### src/rtl/morse_pkg.sv
// Shared glyph constants for the Morse-to-7-segment display path.
// Glyphs are stored active-high {g,f,e,d,c,b,a}; seg_inv gives the cathode form.
package morse_pkg;

   localparam int MAX_SYMBOLS = 5;

   localparam logic [6:0] SEG_A = 7'h77;
   localparam logic [6:0] SEG_B = 7'h7C;
   localparam logic [6:0] SEG_C = 7'h39;
   localparam logic [6:0] SEG_D = 7'h5E;
   localparam logic [6:0] SEG_E = 7'h79;
   localparam logic [6:0] SEG_F = 7'h71;
   localparam logic [6:0] SEG_G = 7'h3D;
   localparam logic [6:0] SEG_H = 7'h76;
   localparam logic [6:0] SEG_I = 7'h30;
   localparam logic [6:0] SEG_J = 7'h1E;
   localparam logic [6:0] SEG_K = 7'h75;
   localparam logic [6:0] SEG_L = 7'h38;
   localparam logic [6:0] SEG_M = 7'h55;
   localparam logic [6:0] SEG_N = 7'h54;
   localparam logic [6:0] SEG_O = 7'h5C;
   localparam logic [6:0] SEG_P = 7'h73;
   localparam logic [6:0] SEG_Q = 7'h67;
   localparam logic [6:0] SEG_R = 7'h50;
   localparam logic [6:0] SEG_S = 7'h6D;
   localparam logic [6:0] SEG_T = 7'h78;
   localparam logic [6:0] SEG_U = 7'h3E;
   localparam logic [6:0] SEG_V = 7'h1C;
   localparam logic [6:0] SEG_W = 7'h2A;
   localparam logic [6:0] SEG_X = 7'h64;
   localparam logic [6:0] SEG_Y = 7'h6E;
   localparam logic [6:0] SEG_Z = 7'h5B;

   localparam logic [6:0] SEG_0 = 7'h3F;
   localparam logic [6:0] SEG_1 = 7'h06;
   localparam logic [6:0] SEG_2 = 7'h5B;
   localparam logic [6:0] SEG_3 = 7'h4F;
   localparam logic [6:0] SEG_4 = 7'h66;
   localparam logic [6:0] SEG_5 = 7'h6D;
   localparam logic [6:0] SEG_6 = 7'h7D;
   localparam logic [6:0] SEG_7 = 7'h07;
   localparam logic [6:0] SEG_8 = 7'h7F;
   localparam logic [6:0] SEG_9 = 7'h6F;

   // Active-low forms driven straight onto the cathodes.
   localparam logic [6:0] BLANK_SEG = 7'h7F;
   localparam logic [6:0] ERR_SEG   = 7'h3F;

   function automatic logic [6:0] seg_inv(input logic [6:0] g);
      return ~g;
   endfunction

endpackage

### src/rtl/morse_lut.sv
// Combinational (length, code) -> active-low glyph table.
// Only the low len_i bits of code_i take part in the lookup.
module morse_lut
   import morse_pkg::*;
#(
   parameter logic [6:0] BLANK = BLANK_SEG,
   parameter logic [6:0] ERR   = ERR_SEG
) (
   input  logic [2:0] len_i,
   input  logic [4:0] code_i,
   output logic [6:0] seg_o
);

   logic [6:0] hi;
   logic       hit;

   always_comb begin
      hi  = '0;
      hit = 1'b1;
      unique case (len_i)
         3'd1: hi = code_i[0] ? SEG_T : SEG_E;
         3'd2: begin
            unique case (code_i[1:0])
               2'b00: hi = SEG_I;
               2'b01: hi = SEG_A;
               2'b10: hi = SEG_N;
               2'b11: hi = SEG_M;
            endcase
         end
         3'd3: begin
            unique case (code_i[2:0])
               3'b000: hi = SEG_S;
               3'b001: hi = SEG_U;
               3'b010: hi = SEG_R;
               3'b011: hi = SEG_W;
               3'b100: hi = SEG_D;
               3'b101: hi = SEG_K;
               3'b110: hi = SEG_G;
               3'b111: hi = SEG_O;
            endcase
         end
         3'd4: begin
            case (code_i[3:0])
               4'b0000: hi = SEG_H;
               4'b0001: hi = SEG_V;
               4'b0010: hi = SEG_F;
               4'b0100: hi = SEG_L;
               4'b0110: hi = SEG_P;
               4'b0111: hi = SEG_J;
               4'b1000: hi = SEG_B;
               4'b1001: hi = SEG_X;
               4'b1010: hi = SEG_C;
               4'b1011: hi = SEG_Y;
               4'b1100: hi = SEG_Z;
               4'b1101: hi = SEG_Q;
               default: hit = 1'b0;
            endcase
         end
         3'd5: begin
            case (code_i)
               5'b01111: hi = SEG_1;
               5'b00111: hi = SEG_2;
               5'b00011: hi = SEG_3;
               5'b00001: hi = SEG_4;
               5'b00000: hi = SEG_5;
               5'b10000: hi = SEG_6;
               5'b11000: hi = SEG_7;
               5'b11100: hi = SEG_8;
               5'b11110: hi = SEG_9;
               5'b11111: hi = SEG_0;
               default:  hit = 1'b0;
            endcase
         end
         default: hit = 1'b0;
      endcase
   end

   always_comb begin
      if (len_i == 3'd0) seg_o = BLANK;
      else if (hit)      seg_o = seg_inv(hi);
      else               seg_o = ERR;
   end

endmodule

### src/rtl/morse_decoder_7seg.sv
// One Morse character in, one registered active-low 7-segment glyph out.
// Output register resets asynchronously to the blank pattern.
module morse_decoder_7seg
   import morse_pkg::*;
#(
   parameter logic [6:0] BLANK_SEG = morse_pkg::BLANK_SEG,
   parameter logic [6:0] ERR_SEG   = morse_pkg::ERR_SEG
) (
   input  logic       clk,
   input  logic       rst_n,
   input  logic [4:0] possible_chars,
   input  logic [2:0] possible_inputs,
   output logic [6:0] display
);

   logic [6:0] display_d;
   logic [6:0] display_q;

   morse_lut #(
      .BLANK (BLANK_SEG),
      .ERR   (ERR_SEG)
   ) u_lut (
      .len_i  (possible_inputs),
      .code_i (possible_chars),
      .seg_o  (display_d)
   );

   always_ff @(posedge clk or negedge rst_n) begin
      if (!rst_n) display_q <= BLANK_SEG;
      else        display_q <= display_d;
   end

   assign display = display_q;

endmodule

### config.mk
export PLATFORM = sky130hd
export DESIGN_NAME = morse_decoder_7seg
export DESIGN_NICKNAME = d
export VERILOG_FILES = /design/src/rtl/morse_pkg.sv /design/src/rtl/morse_lut.sv /design/src/rtl/morse_decoder_7seg.sv
export SDC_FILE = /design/constraint.sdc
export NUM_CORES = 1
export LEC_CHECK = 0
export CORE_UTILIZATION = 55
export CTS_CLUSTER_DIAMETER = 120
export DETAILED_ROUTE_END_ITERATION = 7
export PLACE_DENSITY = 0.83
export RECOVER_POWER = 50
export SETUP_SLACK_MARGIN = 0.15
export SLEW_MARGIN = 20
export SYNTH_ARGS = -nofsm -noshare
export SYNTH_HDL_FRONTEND = slang
export SYNTH_SLANG_ARGS = --single-unit
### constraint.sdc
create_clock -name clk -period 1.83 [get_ports clk]
set_clock_uncertainty 0.2 [all_clocks]
set_input_delay 0.366 -clock clk [delete_from_list [all_inputs] [get_ports clk]]
set_output_delay 0.366 -clock clk [all_outputs]
set_load 0.02 [all_outputs]
==> impl_metrics.sql, run 1 <==
INSERT INTO impl_metrics (metric_group, metric, value, unit) VALUES
('yosys', 'count_of_flip_flops_with_a_built_in_enable_after_synthesis', '0', ''),
('yosys', 'synth_top_flop_cell', 'dfstp_2', ''),
('yosys', 'syn-num-nets', '144', ''),
('yosys', 'synth.lib_cells_used.distinct', '44', ''),
('yosys', 'syn-cell-area', '978', 'sq um'),
('yosys', 'synthesized_instance_count', '128', ''),
('clocking', 'root_buffer', 'clkbuf_4', ''),
('floorplanning', 'rows', '14', ''),
('status', 'result_of_the_run', 'aborted with a tool error', ''),
('yosys', 'synth-async-reset-ratio', '100', '%'),
('floorplanning', 'floorplan.initialDensity', '62.1', '%'),
('sta', 'worst-endpoint-pin-kind', 'register data pin', ''),
('clocking', 'tritoncts.num_buffers', '3', ''),
('floorplanning', 'dieWidth', '44.2', 'microns'),
('yosys', 'ys_seq_elements', '7', ''),
('clocking', 'clock_tree.buffer_depth', '2', ''),
('yosys', 'synth_area_per_cell', '7.64', 'sq um'),
('floorplanning', 'fp.dieH', '44.2', 'microns'),
('clocking', 'cts.sinks', '7', ''),
('grt', 'grt_max_degree', '13', ''),
('yosys', 'yosysSeqAreaShare', '18.8', '%'),
('status', 'toolErrorMsg', '[ERROR DPL-0038] Utilization greater than 100%, impossible to legalize', ''),
('clocking', 'holdBufCountCts', '0', ''),
('clocking', 'cts_max_level', '1', ''),
('status', 'lastStage', 'global routing (5_1_grt)', ''),
('placed_design', 'finalWeightedCongestion', '0.906', ''),
('placed_design', 'io_buffers', '16', ''),
('floorplanning', 'ioPinCount', '17', ''),
('yosys', 'synthesis_warnings', '0', ''),
('placed_design', 'hpwl_after_dpl', '2340', 'microns'),
('placed_design', 'placement.cell_area', '1360', 'sq um'),
('sta', 'timing.grt.repair.worst_endpoint', 'display[0]$_DFF_PN1_/D', '');
[per-stage QoR]
step           utilization, %  instances  hold slack (ns)  setup slack (ns)
2_1_floorplan               -        128           0.0182           -0.0109
3_5_place_dp             86.2        180            0.691            -0.859
4_1_cts                  97.6        192            0.421           -0.0561
3_3_place_gp             86.2        180            0.680            -0.709
[synth_stat cells (4+ instances only)]
cell type  count  share of area, %
dfstp_2        7                19
a21oi_1        7               3.6
o21ai_0       13               6.6
ha_1           6               7.7
nor3b_1        4               3.1
a211oi_1       4               3.1
nor3_1         4               2.0
buf_2          4               2.0
buf_4          4               3.1
inv_1          5               1.9
nand2_1        8               3.1
nor2_1        11               4.2
[logic make-up after synthesis]
kind of cell,share of synthesized area (%)
compound gates,36.3
simple gates,24.9
buf+inv,8.18
flops,18.8
mux,3.20
fa+ha+maj,7.67
xor+xnor,0.895
[repair_timing]
action                                  4_1_cts
endpoints found under the setup margin       14
gates resized for setup                      48
gates cloned                                  1
pin swaps                                    11
buffers inserted                              7
==> run 2: changes to the inputs <==
CORE_AREA = 2 2 63 65   (was not set)
CORE_UTILIZATION = not set   (was 55)
CTS_CLUSTER_DIAMETER = not set   (was 120)
DIE_AREA = 0 0 65 67   (was not set)
PLACE_DENSITY = not set   (was 0.83)
PLACE_DENSITY_LB_ADDON = 0.15   (was not set)
SETUP_SLACK_MARGIN = not set   (was 0.15)
==> impl_metrics.sql, run 2 <==
INSERT INTO impl_metrics (metric_group, metric, value, unit) VALUES
('detailed_routing', 'first_pass_iteration_count_of_the_detailed_router', '4', ''),
('yosys', 'synthesis_warnings', '0', ''),
('worst_setup_path', 'timing.critical_path.cells', 'buf_12, inv_6, ha_4, or3_4, o211ai_4, and4bb_1, a311oi_2', ''),
('yosys', 'yosysSeqAreaShare', '18.8', '%'),
('final_layout', 'largest_register_ffs', '7', ''),
('sta', 'worst_pin_slew', '0.326', 'ns'),
('worst_setup_path', 'crit_buf_inv', '2', ''),
('worst_setup_path', 'critPathRequiredTime', '1.77', 'ns'),
('worst_setup_path', 'cpPeakStageDelay', '0.39', 'ns'),
('detailed_routing', 'num_vias', '1173', ''),
('job', 'drv_cap', '0', ''),
('placed_design', 'placement.cell_area', '1430', 'sq um'),
('final_layout', 'final_cell_area', '1600', 'sq um'),
('grt', 'overflow_left_after_global_routing', '0', ''),
('grt', 'antenna_found_initial', '0', ''),
('grt', 'grt_pass1_wl', '5260', 'microns'),
('detailed_routing', 'drt-wirelength-per-cell', '14.3', 'microns'),
('clocking', 'cts_max_level', '1', ''),
('final_layout', 'area_growth_syn_to_layout', '63.7', '%'),
('power_and_ir_drop', 'power.switching_fraction', '31.9', '%'),
('sta', 'report.final.hold_viol_count', '0', ''),
('grt', 'top_usage_layer', 'met2', ''),
('grt', 'groute.layer.met2.usage', '28.4', '%'),
('placed_design', 'finalWeightedCongestion', '0.905', ''),
('yosys', 'ys_seq_elements', '7', ''),
('floorplanning', 'rows', '22', ''),
('worst_setup_path', 'cp.depth', '7', ''),
('yosys', 'synth_area_per_cell', '7.64', 'sq um'),
('yosys', 'count_of_flip_flops_with_a_built_in_enable_after_synthesis', '0', ''),
('final_layout', 'num-nets-final', '194', ''),
('sta', 'maxSlewHeadroom', '78.0', '%'),
('floorplanning', 'ioPinCount', '17', ''),
('clocking', 'root_buffer', 'clkbuf_8', ''),
('status', 'result_of_the_run', 'finished clean', ''),
('worst_setup_path', 'crit_family', 'simple AND/OR/NAND/NOR gates', ''),
('clocking', 'cts.sinks', '7', ''),
('floorplanning', 'design.core.area', '3610', 'sq um'),
('yosys', 'post-synth-top-area-cell', 'dfstp_2', ''),
('clocking', 'holdBufCountCts', '0', ''),
('floorplanning', 'floorplan.initialDensity', '27.1', '%'),
('final_layout', 'fill_cells', '387', ''),
('yosys', 'synth.area.top_cells', 'dfstp_2 (19%), ha_1 (7.7%), o21ai_0 (6.6%)', ''),
('grt', 'grt_use_total', '15.7', '%'),
('power_and_ir_drop', 'switching_power', '0.230', 'mW'),
('yosys', 'most_frequent_cell_after_synthesis', 'o21ai_0', ''),
('worst_setup_path', 'worstSetupEndpoint', 'display[6]', ''),
('power_and_ir_drop', 'cellPowerDensity', '451', 'nW/um^2'),
('sta', 'report.final.slew_viol_count', '0', ''),
('grt', 'first_global_vias', '1143', ''),
('yosys', 'synth_top_area_share', '18.8', '%'),
('clocking', 'clock_tree.buffer_depth', '2', ''),
('final_layout', 'antenna_cells', '0', ''),
('grt', 'grt_max_degree', '11', ''),
('final_layout', 'layout_common_cells', 'buf_4 (38), nor2_1 (11), dlygate4sd2_1 (11)', ''),
('final_layout', 'final_layout_size_suffix_gt1_share', '41.8', '%'),
('yosys', 'synth_top_flop_cell', 'dfstp_2', ''),
('worst_setup_path', 'arrival_time_at_the_worst_endpoint', '1.73', 'ns'),
('grt', 'groute.layer.met1.usage', '19.0', '%'),
('detailed_routing', 'vias_per_cell', '5.21', ''),
('floorplanning', 'fp.dieH', '67', 'microns'),
('sta', 'finish_stage_setup_viols', '0', ''),
('detailed_routing', 'final_antenna_net_count', '0', ''),
('worst_setup_path', 'end_kind', 'flop', ''),
('final_layout', 'final_common_cell', 'buf_4', ''),
('power_and_ir_drop', 'power.leakage', '0.680', 'nW'),
('detailed_routing', 'wirelength', '3220', 'microns'),
('sta', 'timing.hold.ws', '0.389', 'ns'),
('worst_setup_path', 'crit_path_start_kind', 'input pin', ''),
('worst_setup_path', 'critical_path_peak_fanout', '7', ''),
('yosys', 'synth_common_cells', 'o21ai_0 (13), nor2_1 (11), nand2_1 (8), a21oi_1 (7), dfstp_2 (7)', ''),
('sta', 'timing.fmax', '0.557', 'GHz'),
('floorplanning', 'dieWidth', '65', 'microns'),
('power_and_ir_drop', 'sequentialPowerShare', '25.1', '%'),
('sta', 'rsz0062_at_grt', 'true', ''),
('worst_setup_path', 'crit_type', 'input pin to flop', ''),
('sta', 'final_min_period_over_clock_period', '98.2', '%'),
('floorplanning', 'total_die_area', '4360', 'sq um'),
('grt', 'grt_use_met3', '2.53', '%'),
('placed_design', 'io_buffers', '16', ''),
('power_and_ir_drop', 'share_of_power_burned_in_the_clock_network', '29.3', '%'),
('clocking', 'tritoncts.num_buffers', '3', ''),
('worst_hold_path', 'worst_hold_path_type', 'input pin to flop', ''),
('power_and_ir_drop', 'max-vdd-ir-drop', '0.179', 'mV'),
('sta', 'period_minus_slack', '1.80', 'ns'),
('clocking', 'clkSlewWorstSetupHoldPaths', '0.04', 'ns'),
('yosys', 'synthesized_instance_count', '128', ''),
('yosys', 'synth.lib_cells_used.distinct', '44', ''),
('yosys', 'synth-async-reset-ratio', '100', '%'),
('detailed_routing', 'post-route-drc-count', '0', ''),
('worst_setup_path', 'startpoint', 'possible_chars[1]', ''),
('placed_design', 'hpwl_after_dpl', '2580', 'microns'),
('yosys', 'syn-num-nets', '144', ''),
('power_and_ir_drop', 'pwr-share-comb', '45.6', '%'),
('clocking', 'tritoncts', 'yes', ''),
('power_and_ir_drop', 'intPower', '0.492', 'mW'),
('detailed_routing', 'first_iter_violations', '52', ''),
('worst_setup_path', 'cpMaxStageDelayCell', 'or3_4', ''),
('yosys', 'syn-cell-area', '978', 'sq um');
[run 2: worst min path at each step]
stage / start / slack (ns) / end / cells past startpoint
global placement: rst_n / 0.69 / display[5] / 1
detailed placement: rst_n / 0.69 / display[5] / 1
CTS: possible_chars[1] / 0.44 / display[2] / 5
floorplan: rst_n / 0.02 / display[0] / 0
global route: possible_chars[4] / 0.41 / display[4] / 3
finish: possible_chars[4] / 0.39 / display[4] / 3
[run 2: power by group through the flow]
stage	combinational [mW]	sequential, mW	clock (mW)
floorplan	0.146	0.202	0
global placement	0.310	0.183	0
detailed placement	0.309	0.184	0
CTS	0.315	0.181	0.219
global route	0.357	0.183	0.227
finish	0.329	0.181	0.212
[run 2: timing repair]
action,in CTS,in global routing
resized for setup,40,14
pin swaps,6,7
setup endpoints to repair,14,7
buffers inserted,2,1
[run 2: per-stage QoR]
stage          total power, mW  utilization, %  instances  setup TNS (ns)  setup slack, ns
2_1_floorplan            0.349               -        128         -0.0177          -0.0116
6_report                 0.722            44.4        225               0           0.0334
3_3_place_gp             0.493            39.7        218           -4.57           -0.698
5_1_grt                  0.766            44.4        225          -0.106          -0.0382
3_5_place_dp             0.493            39.7        218           -4.97           -0.756
4_1_cts                  0.716            43.0        224         -0.0254          -0.0254
[run 2: layout make-up]
cell class / count / area (sq um) / area share (%)
Clock buffer: 4 / 45.0 / 2.81
Inverter: 5 / 26.3 / 1.64
Multi-Input combinational cell: 105 / 822 / 51.3
Sequential cell: 7 / 184 / 11.5
Tap cell: 48 / 60.1 / 3.75
Timing Repair Buffer: 56 / 464 / 29.0
[run 2: cells by family (layout without fill, tap and decap cells)]
group                    after synthesis  in the layout  share of synthesized area [%]
buffers and inverters                 16             65                           8.18
AND/OR/NAND/NOR                       45             45                           24.9
multiplexers                           3              3                           3.20
flip-flops                             7              7                           18.8
XOR/XNOR                               1              1                          0.895
adder cells (fa/ha/maj)                6              6                           7.67
AO/OA/AOI/OAI                         50             50                           36.3
[run 2: metal layers]
layer | part of all wire, % | routed length [microns]
met1 | 45 | 1440
met2 | 51 | 1630
met3 | 3.6 | 116
met4 | 1.2 | 38
met5 | 0 | 0
Note: power is estimated with default switching activity, not from simulation.
==> run 3: changes to the inputs <==
SETUP_SLACK_MARGIN = 0.2   (was not set)
SLEW_MARGIN = not set   (was 20)
==> impl_metrics.sql, run 3 (same netlist as run 2, synthesis figures left out) <==
INSERT INTO impl_metrics (metric_group, metric, value, unit) VALUES
('status', 'result_of_the_run', 'finished clean', ''),
('worst_setup_path', 'crit_family', 'simple AND/OR/NAND/NOR gates', ''),
('final_layout', 'layout_common_cells', 'buf_4 (34), nor2_1 (8), o21ai_0 (8), nand2_1 (8), dfstp_2 (7)', ''),
('clocking', 'clkSlewWorstSetupHoldPaths', '0.04', 'ns'),
('worst_setup_path', 'critical_path_peak_fanout', '6', ''),
('power_and_ir_drop', 'max-vdd-ir-drop', '0.211', 'mV'),
('worst_setup_path', 'crit_path_start_kind', 'input pin', ''),
('clocking', 'cts_max_level', '1', ''),
('sta', 'report.final.slew_viol_count', '0', ''),
('power_and_ir_drop', 'power.leakage', '0.687', 'nW'),
('floorplanning', 'rows', '22', ''),
('sta', 'timing.fmax', '0.574', 'GHz'),
('floorplanning', 'dieWidth', '65', 'microns'),
('detailed_routing', 'drt-wirelength-per-cell', '14.0', 'microns'),
('grt', 'grt_use_total', '15.8', '%'),
('clocking', 'tritoncts', 'yes', ''),
('final_layout', 'largest_register_ffs', '7', ''),
('final_layout', 'fill_cells', '355', ''),
('job', 'drv_cap', '0', ''),
('worst_setup_path', 'startpoint', 'possible_chars[0]', ''),
('worst_setup_path', 'worstSetupEndpoint', 'display[0]', ''),
('floorplanning', 'fp.dieH', '67', 'microns'),
('detailed_routing', 'num_vias', '1149', ''),
('sta', 'maxSlewHeadroom', '76.5', '%'),
('grt', 'antenna_found_initial', '0', ''),
('clocking', 'cts.sinks', '7', ''),
('clocking', 'tritoncts.num_buffers', '3', ''),
('floorplanning', 'floorplan.initialDensity', '27.1', '%'),
('worst_setup_path', 'crit_type', 'input pin to flop', ''),
('worst_setup_path', 'arrival_time_at_the_worst_endpoint', '1.66', 'ns'),
('sta', 'finish_stage_setup_viols', '0', ''),
('detailed_routing', 'vias_per_cell', '5.13', ''),
('worst_hold_path', 'hp-start', 'possible_chars[4]', ''),
('detailed_routing', 'wirelength', '3140', 'microns'),
('sta', 'report.final.hold_viol_count', '0', ''),
('grt', 'grt_max_degree', '11', ''),
('worst_setup_path', 'cpPeakStageDelay', '0.39', 'ns'),
('final_layout', 'num-nets-final', '193', ''),
('placed_design', 'finalWeightedCongestion', '0.925', ''),
('placed_design', 'post-place-cells', '216', ''),
('final_layout', 'finalNonFillerCells', '224', ''),
('sta', 'period_minus_slack', '1.74', 'ns'),
('sta', 'final_min_period_over_clock_period', '95.3', '%'),
('detailed_routing', 'first_iter_violations', '51', ''),
('detailed_routing', 'post-route-drc-count', '0', ''),
('worst_setup_path', 'critPathRequiredTime', '1.75', 'ns'),
('floorplanning', 'total_die_area', '4360', 'sq um'),
('sta', 'timing.hold.ws', '0.403', 'ns'),
('power_and_ir_drop', 'cellPowerDensity', '445', 'nW/um^2'),
('worst_setup_path', 'end_kind', 'flop', ''),
('detailed_routing', 'first_pass_iteration_count_of_the_detailed_router', '4', ''),
('clocking', 'clock_tree.buffer_depth', '2', ''),
('final_layout', 'antenna_cells', '0', ''),
('floorplanning', 'ioPinCount', '17', ''),
('worst_setup_path', 'cpMaxStageDelayCell', 'or3_4', ''),
('final_layout', 'area_growth_syn_to_layout', '69.6', '%'),
('worst_setup_path', 'crit_buf_inv', '2', ''),
('grt', 'grt_pass1_wl', '5270', 'microns'),
('clocking', 'root_buffer', 'clkbuf_8', ''),
('placed_design', 'hpwl_after_dpl', '2460', 'microns'),
('grt', 'overflow_left_after_global_routing', '0', ''),
('placed_design', 'io_buffers', '16', ''),
('sta', 'worst_pin_slew', '0.353', 'ns'),
('final_layout', 'final_common_cell', 'buf_4', ''),
('grt', 'first_global_vias', '1154', ''),
('sta', 'rsz0062_at_grt', 'true', ''),
('final_layout', 'final_layout_size_suffix_gt1_share', '48.9', '%'),
('floorplanning', 'design.core.area', '3610', 'sq um'),
('worst_setup_path', 'cp.depth', '7', ''),
('worst_hold_path', 'worst_hold_path_type', 'input pin to flop', ''),
('detailed_routing', 'final_antenna_net_count', '0', ''),
('worst_setup_path', 'timing.critical_path.cells', 'buf_8, inv_2, ha_4, or3_4, o211ai_4, nor2_2, a222oi_1', '');
## run 3: changes by cell type in the layout (fill, tap and decap cells not counted), moves of 3 or more
cell | before | now
clkdlybuf4s15_1 | 0 | 4
a211oi_2 | 0 | 3
a211oi_1 | 4 | 1
dlygate4sd2_1 | 11 | 2
buf_6 | 2 | 5
nor2_1 | 11 | 8
nor2_2 | 0 | 4
buf_4 | 38 | 34
## run 3: stage by stage
step,total power [mW],setup TNS [ns],worst slack (ns),util [%],cell area [sq um]
after floorplan,0.349,-0.0170,-0.0109,-,996
after global placement,0.488,-4.77,-0.716,39.3,1420
after detailed placement,0.488,-4.94,-0.743,39.3,1420
after CTS,0.713,-0.0297,-0.0297,43.1,1550
after global routing,0.790,0,0.0482,46.0,1660
final,0.738,0,0.0869,46.0,1660
## run 3: worst min path at each step
| stage | to | depth (start not counted) |
|---|---|---|
| finish | display[4] | 3 |
| global route | display[4] | 3 |
| CTS | display[2] | 5 |
| detailed placement | display[5] | 1 |
| global placement | display[5] | 1 |
| floorplan | display[0] | 0 |
## run 3: layout make-up
cell class / instances / area (sq um) / share of cell area (%)
multi-input cells: 105 / 875 / 52.7
repair buffers: 55 / 469 / 28.3
flip-flops and latches: 7 / 184 / 11.1
well taps: 48 / 60.1 / 3.62
clock buffers: 4 / 45.0 / 2.71
inverters: 5 / 26.3 / 1.58
## run 3: repair_timing
| action | in CTS | in global routing |
|---|---|---|
| gates resized for setup | 44 | 40 |
| hold buffers | 0 | 0 |
| buffers inserted | 3 | 1 |
| pin swaps | 8 | 12 |
| endpoints found under the setup margin | 14 | 14 |
## run 3: power breakdown
group          leakage, nW  internal [mW]  switching, mW
combinational        0.591          0.174          0.172
clock               0.0228          0.150         0.0608
sequential          0.0737          0.178        0.00288
total                0.687          0.502          0.236
## run 3: per-layer routing
| metal | up-vias | wire (microns) | global-route usage [%] |
|---|---|---|---|
| li1 | 572 | - | - |
| met1 | 557 | 1330 | 18.1 |
| met2 | 20 | 1740 | 30.8 |
| met3 | 0 | 81 | 2.70 |
| met4 | 0 | 0 | 2.39 |
| met5 | - | 0 | 0 |
